==> src/rtl/updown_mod_counter_if.sv <==
// Bundles the control inputs and status outputs of one up/down modulo counter
// stage so a stage can be handed around as a single port.
interface updown_mod_counter_if #(
    parameter int WIDTH = 8
);
    logic             enable;
    logic             up_down;
    logic             load;
    logic [WIDTH-1:0] load_value;
    logic [WIDTH-1:0] count;
    logic             at_max;
    logic             at_zero;
    logic             terminal_count;
    logic             wrapped;

    modport master (
        output enable, up_down, load, load_value,
        input  count, at_max, at_zero, terminal_count, wrapped
    );

    modport slave (
        input  enable, up_down, load, load_value,
        output count, at_max, at_zero, terminal_count, wrapped
    );
endinterface

==> src/rtl/updown_mod_counter.sv <==
// Modulo-N up/down counter with clamped synchronous load, wrap or saturate
// behaviour at the boundaries, and a combinational terminal count for cascading.
module updown_mod_counter #(
    parameter int WIDTH    = 8,
    parameter int MODULUS  = 256,
    parameter int SATURATE = 0
) (
    input  logic                 clk,
    input  logic                 reset,
    updown_mod_counter_if.slave  bus
);

    // Boundary constants are one bit wider so MODULUS = 2**WIDTH is representable.
    localparam logic [WIDTH:0]   MOD_EXT = (WIDTH+1)'(MODULUS);
    localparam logic [WIDTH:0]   MAX_EXT = (WIDTH+1)'(MODULUS - 1);
    localparam logic [WIDTH-1:0] MAX_VAL = MAX_EXT[WIDTH-1:0];

    if (MODULUS < 2 || MODULUS > (2 ** WIDTH)) begin : gBadModulus
        $error("updown_mod_counter: MODULUS %0d outside 2..2**WIDTH", MODULUS);
    end

    logic [WIDTH-1:0] count_q, count_d;
    logic             wrapped_q, wrapped_d;
    logic [WIDTH:0]   countExt;
    logic [WIDTH:0]   loadExt;
    logic             atMax;
    logic             atZero;

    assign countExt = {1'b0, count_q};
    assign loadExt  = {1'b0, bus.load_value};
    assign atMax    = (countExt == MAX_EXT);
    assign atZero   = (count_q == '0);

    always_comb begin
        count_d   = count_q;
        wrapped_d = 1'b0;
        if (bus.load) begin
            count_d = (loadExt < MOD_EXT) ? bus.load_value : MAX_VAL;
        end else if (bus.enable) begin
            if (bus.up_down) begin
                if (!atMax) begin
                    count_d = count_q + 1'b1;
                end else if (SATURATE == 0) begin
                    count_d   = '0;
                    wrapped_d = 1'b1;
                end
            end else begin
                if (!atZero) begin
                    count_d = count_q - 1'b1;
                end else if (SATURATE == 0) begin
                    count_d   = MAX_VAL;
                    wrapped_d = 1'b1;
                end
            end
        end
    end

    always_ff @(posedge clk) begin
        if (reset) begin
            count_q   <= '0;
            wrapped_q <= 1'b0;
        end else begin
            count_q   <= count_d;
            wrapped_q <= wrapped_d;
        end
    end

    assign bus.count          = count_q;
    assign bus.at_max         = atMax;
    assign bus.at_zero        = atZero;
    assign bus.wrapped        = wrapped_q;
    // Flags a boundary step attempt in both wrap and saturate modes.
    assign bus.terminal_count = bus.enable & (bus.up_down ? atMax : atZero) & ~bus.load;

endmodule

==> src/flat_wrapper.sv <==
// flat-port wrapper written by rule: the top's interface ports become plain ports
module updown_mod_counter_flat 
#(
    parameter int WIDTH    = 8,
    parameter int MODULUS  = 256,
    parameter int SATURATE = 0
)
  (clk, reset, bus_enable, bus_up_down, bus_load, bus_load_value, bus_count, bus_at_max, bus_at_zero, bus_terminal_count, bus_wrapped);
  updown_mod_counter_if #(.WIDTH(WIDTH)) bus_i ();
  input  logic clk;
  input  logic reset;
  input wire logic [$bits(bus_i.enable)-1:0] bus_enable;
  input wire logic [$bits(bus_i.up_down)-1:0] bus_up_down;
  input wire logic [$bits(bus_i.load)-1:0] bus_load;
  input wire logic [$bits(bus_i.load_value)-1:0] bus_load_value;
  output wire logic [$bits(bus_i.count)-1:0] bus_count;
  output wire logic [$bits(bus_i.at_max)-1:0] bus_at_max;
  output wire logic [$bits(bus_i.at_zero)-1:0] bus_at_zero;
  output wire logic [$bits(bus_i.terminal_count)-1:0] bus_terminal_count;
  output wire logic [$bits(bus_i.wrapped)-1:0] bus_wrapped;
  assign bus_i.enable = bus_enable;
  assign bus_i.up_down = bus_up_down;
  assign bus_i.load = bus_load;
  assign bus_i.load_value = bus_load_value;
  assign bus_count = bus_i.count;
  assign bus_at_max = bus_i.at_max;
  assign bus_at_zero = bus_i.at_zero;
  assign bus_terminal_count = bus_i.terminal_count;
  assign bus_wrapped = bus_i.wrapped;
  updown_mod_counter #(.WIDTH(WIDTH), .MODULUS(MODULUS), .SATURATE(SATURATE)) u_core (.clk(clk), .reset(reset), .bus(bus_i));
endmodule
==> config.mk <==
export PLATFORM = sky130hd
export DESIGN_NAME = updown_mod_counter_flat
export DESIGN_NICKNAME = d
export VERILOG_FILES = /design/src/rtl/updown_mod_counter_if.sv /design/src/rtl/updown_mod_counter.sv /design/src/flat_wrapper.sv
export SDC_FILE = /design/constraint.sdc
export NUM_CORES = 1
export LEC_CHECK = 0
export ABC_AREA = 1
export BUFFER_PORTS_ARGS = -buffer_cell sky130_fd_sc_hd__buf_2
export CAP_MARGIN = 20
export CORE_UTILIZATION = 30
export DETAILED_ROUTE_END_ITERATION = 6
export GPL_TIMING_DRIVEN = 0
export SLEW_MARGIN = 40
export SYNTH_ARGS = -nofsm -noshare
export SYNTH_HDL_FRONTEND = slang
export SYNTH_SLANG_ARGS = --single-unit
==> constraint.sdc <==
create_clock -name clk -period 1.7 [get_ports clk]
set_input_delay 0.17 -clock clk [delete_from_list [all_inputs] [get_ports clk]]
set_output_delay 0.17 -clock clk [all_outputs]
set_load 0.1 [all_outputs]
# == After elaboration in Yosys (flattened, before gate mapping) ==
# Index checks and enable logic that the tools add are counted.
# op_classes
bitwise,4
n_lt_le_gt_ge,1
addsub,2
n_eq_ne,1
reduce_logical,3
muxes,10
# op_table
cell,count
2-to-1 mux 8 bit,6
"less-than comparator 8 x 9 -> 1 bit, second input constant",1
"adder 8 x 1 -> 8 bit, second input constant",1
"== test 8 bit, second input constant",1
zero test 8 bit,1
"subtractor 8 x 1 -> 8 bit, second input constant",1
2-to-1 mux 1 bit,4
OR reduction 3 bit,1
bitwise AND 1 bit,2
NOT 1 bit,2
nonzero test 2 bit,1
# totals
elab_cells,23
ff_bits,9
inputBits,13

# == Depth between registers and ports, before layout ==
# Gate-level depths: netlist of run 1.
# logic_depth
depth_word,5
ltp_mapped,11
depth_no_buf,11

# == Worst setup path after synthesis of run 1 ==
# Ideal clock, no wire load.
# synth_path
path_type,reg2out
startpoint,register u_core.count_q[0] (netlist: u_core.bus.count[0])
endpoint,output bus_terminal_count
stages_incl_launch_ff,9
t_arrival_ps,2984
path_slack_ps,-1454
required_time_ps,1530
cell_sequence,dfxtp_1 > inv_2 > ha_1 > nand2_1 > nor2_2 > nand2_4 > inv_4 > o21ai_2 > nor2_1
# synth_between
elab_chain_cells,4
# synth_lines
element,line,source
from (decl),updown_mod_counter.sv:22,"logic [WIDTH-1:0] count_q, count_d;"
from (signal assigned),updown_mod_counter.sv:63,count_q <= count_d;
zero test 8 bit,updown_mod_counter.sv:32,assign atZero = (count_q == '0);
named net bus_at_zero,flat_wrapper.sv:18,output wire logic [$bits(bus_i.at_zero)-1:0] bus_at_zero;
2-to-1 mux 1 bit,updown_mod_counter.sv:73,assign bus.terminal_count = bus.enable & (bus.up_down ? atMax : atZero) & ~bus.load;
bitwise AND 1 bit (2 in series),updown_mod_counter.sv:73,
to (decl),flat_wrapper.sv:19,output wire logic [$bits(bus_i.terminal_count)-1:0] bus_terminal_count;
# The timed path passes the listed nets, and every way through them passes these cells.

# == Final worst setup path of run 1 ==
# layout_path
startpoint,register u_core.count_q[1] (netlist: u_core.bus.count[1])
endpoint,output bus_at_max
# layout_between
elab_chain_cells,1
# layout_lines
element,line,source
== test 8 bit,updown_mod_counter.sv:31,assign atMax = (countExt == MAX_EXT);
to (decl),flat_wrapper.sv:17,output wire logic [$bits(bus_i.at_max)-1:0] bus_at_max;
# No other way between the ends.

==> results of run 1 <==
layout make-up:
cell class,count,area [um^2]
inverters,18,100
plain buffers,5,38.8
multi-input cells,118,657
clock buffers,4,26.3
repair buffers,31,210
flip-flops and latches,9,208
well taps,31,38.8
fillers,300,1530
repair_timing:
item,4_1_cts,5_1_grt
setup endpoints to repair,3,3
hold buffers,0,0
resized for setup,9,10
gates cloned,0,0
pin swaps,2,6
buffers inserted,0,8
per-stage QoR:
step	cells	instance area, um^2
after global routing	216	1280
after CTS	209	1200
after global placement	205	1150
after detailed placement	205	1150
after floorplan	151	992
final	216	1280
flip-flops by register name (all words and copies together) (netlist names):
name / cells
u_core.bus.wrapped: 1
u_core.bus.count: 8
critical path, stage by stage, from the launching register on:
cell and delay (ps):
dfxtp_4 400, ha_2 220, inv_1 60, nor2_1 170, nand2_1 160, clkinvlp_4 110
buf_8 190
how the worst max path moves through the flow:
stage,from,endpoint,depth (start not counted)
global route,u_core.bus.count[1],bus_terminal_count,9
global placement,u_core.bus.count[0],bus_terminal_count,9
finish,u_core.bus.count[1],bus_at_max,6
CTS,u_core.bus.count[3],bus_terminal_count,9
detailed placement,u_core.bus.count[0],bus_terminal_count,9
floorplan,u_core.bus.count[0],bus_terminal_count,8
power by group:
part / switching, mW / total, mW / leakage [nW] / internal (mW)
clock network: 0.0813 / 0.172 / 0.0150 / 0.0908
registers: 0.0271 / 0.255 / 0.0791 / 0.228
logic: 0.344 / 0.507 / 0.504 / 0.163
total: 0.452 / 0.933 / 0.598 / 0.481
placed cells by master, fill, tap and decap left out, types with 2 or more instances in the layout:
master    synthesis  final
a21oi_1           2      2
nand2_2           4      4
nand2_1          44     42
buf_2             1     21
inv_4             1      2
nor2_2            4      3
dfxtp_4           0      7
a22oi_1           2      2
a21oi_2           5      5
clkbuf_4          0      3
nor2_1           20     19
nand4_1           4      4
buf_6             3      2
nor2_4            1      3
inv_1             8      6
nand2_4           1      3
clkinv_1          2      2
inv_2             4      3
o21ai_0           2      2
nand3_1          17     17
buf_8             0      2
buf_4             1      9
cell families after synthesis:
logic type               count (synthesis)  share of synthesized area
adder cells (fa/ha/maj)                  3                     0.0412
buffers and inverters                   24                      0.136
AO/OA/AOI/OAI                           17                      0.136
XOR/XNOR                                 2                     0.0192
AND/OR/NAND/NOR                         96                      0.470
flip-flops                               9                      0.198
routing by layer:
metal | routed length, um | track usage | share of wire
met2 | 1260 | 0.296 | 0.50
met3 | 124 | 0.0408 | 0.049
met4 | 16 | 0.0314 | 0.0064
met5 | 0 | 0 | 0
met1 | 1110 | 0.210 | 0.44
==> summary.md, run 1 <==
| Metric | Value |
|---|---|
| Root Driver | `clkbuf_4` |
| Synth Flop Type | `dfxtp_1` |
| Synth Instances | `roughly 150` |
| Worst Path Arrival | `between 1500 and 2000 ps` |
| Clock latency at the later pin of the worst-skew pair | `270 ps` |
| Worst setup SP type | `flip-flop` |
| DRT iter0 DRCs | `24` |
| Synth Area per Inst | `roughly 6.0 um^2` |
| Synth top area share | `0.198` |
| Final Max Tran Viols | `0` |
| GP Congestion | `between 0.8 and 0.9` |
| CP required | `between 1500 and 2000 ps` |
| VDD IR max | `~0.4 mV` |
| Yosys top cell by area | `dfxtp_1` |
| Nets | `202` |
| Final WS setup | `-52.5 ps` |
| Post-Syn Area | `between 900 and 1000 um^2` |
| R2R Path Start | `u_core.bus.count[0]` |
| Cts bufs inserted | `3` |
| Worst Max-Slew Pin Slew | `~530 ps` |
| Cell Pwr Density | `around 730 nW/um^2` |
| CTS max path bufs | `2` |
| Place WS | `-20.0 ps` |
| RSZ-0062 raised after global routing | `yes` |
| Post-synth top cells | `44 x nand2_1, 20 x nor2_1, 17 x nand3_1` |
| Number of enable flip-flop cells after synthesis | `0` |
| Largest net degree at the start of global routing | `11` |
| CTS tree | `built` |
| N_diodes | `0` |
| WL/cell | `about 12 um` |
| Final hold violations | `0` |
| Worst R2R Path Depth | `12` |
| Slew Limit Headroom | `0.645` |
| Die width | `about 57 um` |
| Die H | `roughly 57 um` |
| H-tree levels | `1` |
| Outcome | `complete, but fails checks` |
| Post-DP HPWL | `approximately 2000 um` |
| Vias in the first global route | `between 1000 and 1500` |
| Violated checks | `DRC, setup timing` |
| Register bit count reported by yosys | `9` |
| Fin Setup TNS | `-92.2 ps` |
| Final worst-path cycle share | `1.03` |
| F_max | `571 MHz` |
| Hold depth | `3` |
| First-pass GRT wire length | `between 4000 and 5000 um` |
| Fin crit period | `1750 ps` |
| Core Area | `approximately 2800 um^2` |
| Critical R2R Capture | `u_core.bus.count[4]` |
| Min Hold Slack | `approximately 160 ps` |
| Hold Path Origin | `bus_load_value[1]` |
| I/O pins | `25` |
| Post-Syn Nets | `167` |
| Total grt overflow | `0` |
| Crit end category | `primary output` |
| Initial Util | `0.325` |
| Number of detailed-routing iterations run before antenna repair | `6` |
| Initial antenna violation count | `0` |
| CTS sink cnt | `9` |
| Top-count cell post-synth | `nand2_1` |
| Syn-to-layout area delta | `40.4%` |
| Max-cap violations | `0` |
| DR DRC count | `4` |
| Worst-path maximum fanout | `7` |
| Count of final setup violators | `2` |
| Die area | `3260 um^2` |
| Reg clk slew, reported paths | `60 ps` |
| Reg2Reg Setup Slack | `between 100 and 150 ps` |
| Async SR Flop Fraction | `0` |
| Layout cells sized above 1 | `0.422` |
| Hold EP | `u_core.bus.count[1]` |
| Remaining antenna violation count | `0` |
| Port Buffers | `23` |
| PnR Total Power | `just over 900 uW` |
| Crit path kind | `flip-flop to primary output` |
| Clock Skew | `just over 4 ps` |
| Row count | `19` |
| Yosys warns | `0` |
| Static Leak | `0.598 nW` |
| Vias post-DR | `1100` |
| Worst hold path type | `input port to flip-flop` |
| Final core occ | `0.456` |
| Tot GR Track Use | `0.168` |
| Via-to-Cell Ratio | `slightly above 5` |
| Cell variety after synth | `31` |
| Top cells by area, synth | `dfxtp_1 20%, nand2_1 18%, nand3_1 9.3%, nor2_1 8.2%, a21oi_2 4.8%` |
| Routed WL | `approximately 2500 um` |
| Fraction of the yosys area taken by sequential cells | `0.198` |
(Power assumes the default switching activity.)
==> run 2: changes to the inputs <==
SKIP_CTS_REPAIR_TIMING = 1   (was default)
==> run 2 against run 1 <==
Net effect:
- hold slack better by 0.64 ps
- first-iteration DRC count up 13%
- flip-flop and latch count stayed put
- critical endpoint is now bus_terminal_count
- the flow still finishes with violations (DRC, setup timing)
- non-clock buffer count fell by 1
==> summary.md, run 2 (same netlist as run 1, synthesis figures left out) <==
| Metric | Value |
|---|---|
| Slew Limit Headroom | `0.635` |
| Routed WL | `around 2500 um` |
| N_diodes | `0` |
| Largest net degree at the start of global routing | `11` |
| RSZ-0062 raised after global routing | `yes` |
| Worst setup SP type | `flip-flop` |
| Root Driver | `clkbuf_4` |
| Final worst-path cycle share | `1.01` |
| Nets | `between 200 and 250` |
| F_max | `~580 MHz` |
| Count of final setup violators | `2` |
| Post-DP HPWL | `~2000 um` |
| DP Area | `between 1000 and 1500 um^2` |
| DRT iter0 DRCs | `27` |
| Post-route cell area | `approximately 1300 um^2` |
| Row count | `19` |
| Outcome | `complete, but fails checks` |
| Worst-path maximum fanout | `7` |
| Remaining antenna violation count | `0` |
| WL/cell | `11.8 um` |
| Final hold violations | `0` |
| Initial antenna violation count | `0` |
| Number of detailed-routing iterations run before antenna repair | `6` |
| CTS tree | `built` |
| Reg clk slew, reported paths | `around 60 ps` |
| Cell Pwr Density | `726 nW/um^2` |
| Initial Util | `0.325` |
| Fin crit period | `1730 ps` |
| Static Leak | `roughly 0.59 nW` |
| Global-route met1 utilization | `0.206` |
| Met2 Use GR | `0.289` |
| Layout cells sized above 1 | `0.424` |
| First-pass GRT wire length | `between 4000 and 5000 um` |
| Core Area | `2810 um^2` |
| Fin Setup TNS | `-29.1 ps` |
| GR Layer Usage met3 | `0.0408` |
| Commonest non-fill, non-tap cell in the layout | `nand2_1` |
| Die width | `around 57 um` |
| Clock latency at the later pin of the worst-skew pair | `roughly 270 ps` |
| Port Buffers | `23` |
| Max-cap violations | `0` |
| Syn-to-layout area delta | `39.6%` |
| Final Max Tran Viols | `0` |
| GP Congestion | `between 0.8 and 0.9` |
| H-tree levels | `1` |
| Cts bufs inserted | `3` |
| Tot GR Track Use | `0.165` |
| Total grt overflow | `0` |
| Worst Max-Slew Pin Slew | `roughly 550 ps` |
| Crit path kind | `flip-flop to primary output` |
| Worst hold path type | `input port to flip-flop` |
| Via-to-Cell Ratio | `5.10` |
| Final WS setup | `-25.1 ps` |
| Crit end category | `primary output` |
| Violated checks | `DRC, setup timing` |
| Clock Skew | `roughly 4.2 ps` |
| CP required | `1530 ps` |
| CTS max path bufs | `2` |
| Worst Path Arrival | `approximately 1600 ps` |
| VDD IR max | `0.396 mV` |
| Busiest metal layer after global routing | `met2` |
| Die area | `between 3000 and 4000 um^2` |
| Vias in the first global route | `998` |
| Die H | `between 50 and 60 um` |
| Most frequent cells in the layout | `42 x nand2_1, 21 x buf_2, 18 x nor2_1` |
| I/O pins | `25` |
| Vias post-DR | `roughly 1100` |
| CTS sink cnt | `9` |
| Filler cells | `between 300 and 400` |
| Max reg flops | `8` |
| DR DRC count | `4` |
-- run 2: metrics by stage --
| stage | util | worst slack [ps] | hold slack (ps) | total power, mW | instances |
|---|---|---|---|---|---|
| after floorplan | - | -156 | 321 | 0.638 | 151 |
| after global placement | 0.409 | -8.28 | 440 | 0.715 | 205 |
| after detailed placement | 0.409 | -20.0 | 446 | 0.723 | 205 |
| after CTS | 0.418 | -317 | 161 | 0.898 | 209 |
| after global routing | 0.453 | -113 | 192 | 0.988 | 215 |
| final | 0.453 | -25.1 | 162 | 0.924 | 215 |
-- run 2: power breakdown --
group	switching (mW)	internal, mW
clock network	0.0804	0.0908
logic	0.344	0.154
registers	0.0271	0.228
-- run 2: final timing paths --
| check | from | endpoint | slack [ps] | depth (start not counted) |
|---|---|---|---|---|
| max | u_core.bus.count[1] | bus_terminal_count | -30 | 6 |
| min | bus_load_value[1] | u_core.bus.count[1] | 160 | 3 |
| max reg2reg | u_core.bus.count[0] | u_core.bus.count[4] | 140 | 12 |
| min reg2reg | u_core.bus.count[4] | u_core.bus.count[4] | 540 | 2 |
-- run 2: cell type report --
class                           instances  area [um^2]  area share
Multi-Input combinational cell        118          659       0.519
Tap cell                               31         38.8      0.0305
Timing Repair Buffer                   30          200       0.157
Clock buffer                            4         26.3      0.0207
Inverter                               18          100      0.0787
Buffer                                  5         38.8      0.0305
Sequential cell                         9          208       0.163
-- run 2: layer usage --
layer / share of wire / vias to the layer above
li1: - / 550
met1: 0.44 / 516
met2: 0.51 / 28
met3: 0.046 / 2
met4: 0.0039 / 0
met5: 0 / -
-- run 2: critical path: stages, from the launching register on --
cell and delay, ps:
dfxtp_4 400, ha_2 220, inv_1 70, nor2_2 150, a21oi_2 130, nor2_4 140
buf_12 180
==> run 3: changes to the inputs <==
clock period = 2.2 ns   (was 1.7 ns; I/O delays follow)
==> run 3 against run 2 <==
Net effect:
- the flow finishes with violations (DRC)
- power down 27%
- global-route usage down 0.50 points
- critical path depth up 3
- flip-flop and latch count unchanged
==> summary.md, run 3 (same netlist as run 1, synthesis figures left out) <==
| Metric | Value |
|---|---|
| Outcome | `complete, but fails checks` |
| Violated checks | `DRC` |
| Sequential cell area | `190 um^2` |
| DRT iter0 DRCs | `15` |
| Worst Max-Slew Pin Slew | `546 ps` |
| Initial antenna violation count | `0` |
| Worst Path Arrival | `between 1500 and 2000 ps` |
| Tot GR Track Use | `0.160` |
| Post-Place Cells | `approximately 200` |
| Total grt overflow | `0` |
| Commonest non-fill, non-tap cell in the layout | `nand2_1` |
| Slew Limit Headroom | `0.636` |
| Cell Pwr Density | `608 nW/um^2` |
| Clock latency at the later pin of the worst-skew pair | `between 200 and 300 ps` |
| Count of final setup violators | `0` |
| Post-DP HPWL | `1860 um` |
| Post-route cell area | `approximately 1100 um^2` |
| Layout cells sized above 1 | `0.365` |
| DR DRC count | `2` |
| Final WS setup | `between 100 and 150 ps` |
| Syn-to-layout area delta | `22.3%` |
| Die H | `between 50 and 60 um` |
| Row count | `19` |
| Fin cells | `~210` |
| Number of detailed-routing iterations run before antenna repair | `6` |
| Via-to-Cell Ratio | `slightly below 5` |
| Cts bufs inserted | `3` |
| Largest net degree at the start of global routing | `11` |
| PnR Total Power | `around 680 uW` |
| Root Driver | `clkbuf_4` |
| Static Leak | `between 0.5 and 0.6 nW` |
| F_max | `just under 500 MHz` |
| GP Congestion | `~0.88` |
| Vias in the first global route | `between 900 and 1000` |
| CTS max path bufs | `2` |
| Clock Skew | `just under 8 ps` |
| Die width | `57.1 um` |
| Place WS | `300 ps` |
| Core Area | `about 2800 um^2` |
| H-tree levels | `1` |
| DP Area | `1080 um^2` |
| Most frequent cells in the layout | `44 x nand2_1, 23 x buf_2, 19 x nor2_1` |
| Vias post-DR | `a little over 1000` |
| Port Buffers | `23` |
| CP required | `1980 ps` |
| First-pass GRT wire length | `4040 um` |
| Crit path kind | `flip-flop to primary output` |
| CTS sink cnt | `9` |
| Final worst-path cycle share | `0.939` |
| Remaining antenna violation count | `0` |
| Crit end category | `primary output` |
| Worst hold path type | `input port to flip-flop` |
| RSZ-0062 raised after global routing | `no` |
| CTS tree | `built` |
| Fin crit period | `2070 ps` |
| Nets | `roughly 200` |
| Final Max Tran Viols | `0` |
| Initial Util | `0.325` |
| I/O pins | `25` |
| Filler cells | `roughly 310` |
| Fin Setup TNS | `0 ps` |
| Max reg flops | `8` |
| Reg clk slew, reported paths | `about 70 ps` |
| Worst setup SP type | `flip-flop` |
| Final core occ | `0.397` |
| Worst-path maximum fanout | `7` |
| Area of the multi-input gates | `614 um^2` |
| VDD IR max | `~0.31 mV` |
| Routed WL | `2320 um` |
| N_diodes | `0` |
| Max-cap violations | `0` |
| Min Hold Slack | `205 ps` |
| Die area | `approximately 3300 um^2` |
| WL/cell | `11.1 um` |
| Final hold violations | `0` |
## run 3: cell types whose count changed in the layout (fill, tap and decap cells not counted), moves of 2 or more
| cell | before | now |
|---|---|---|
| buf_12 | 2 | 0 |
| buf_2 | 21 | 23 |
| buf_4 | 8 | 2 |
| clkinv_2 | 1 | 3 |
| dfxtp_2 | 1 | 8 |
| dfxtp_4 | 7 | 0 |
| ha_1 | 1 | 3 |
| inv_1 | 6 | 8 |
| inv_4 | 2 | 0 |
| nand2_1 | 42 | 44 |
| nand2_4 | 3 | 1 |
## run 3: worst paths after layout
check / start / to / slack (ps) / depth (start not counted)
worst max register to register: u_core.bus.count[0] / u_core.bus.count[6] / 610 / 10
worst min-delay path: bus_load_value[1] / u_core.bus.count[1] / 200 / 3
worst max-delay path: u_core.bus.count[0] / bus_terminal_count / 130 / 9
worst min register to register: u_core.bus.count[0] / u_core.bus.count[0] / 520 / 2
## run 3: where the power goes
part	switching (mW)	leakage, nW	internal, mW
logic	0.251	0.466	0.0931
clock network	0.0682	0.0150	0.0703
registers	0.0161	0.0769	0.179
## run 3: critical path, cell delays in order, from the launching register on
cell     delay [ps]
dfxtp_2         350
inv_2           130
ha_1            170
nand2_1          90
nor2_2          150
nand2_4         100
inv_6            70
o21ai_2          90
nor2_4          130
buf_4           280
## run 3: layout make-up
cell class	instances	area share
clock buffer	4	0.0236
timing repair buffer	23	0.106
tap	31	0.0348
buffer	6	0.0449
inverter	18	0.0685
sequential	9	0.171
multi-input combinational	118	0.552
## run 3: metal layers
metal	track usage	wire length [um]
met5	0	0
met4	0.0418	19
met3	0.0408	115
met2	0.274	1060
met1	0.199	1130
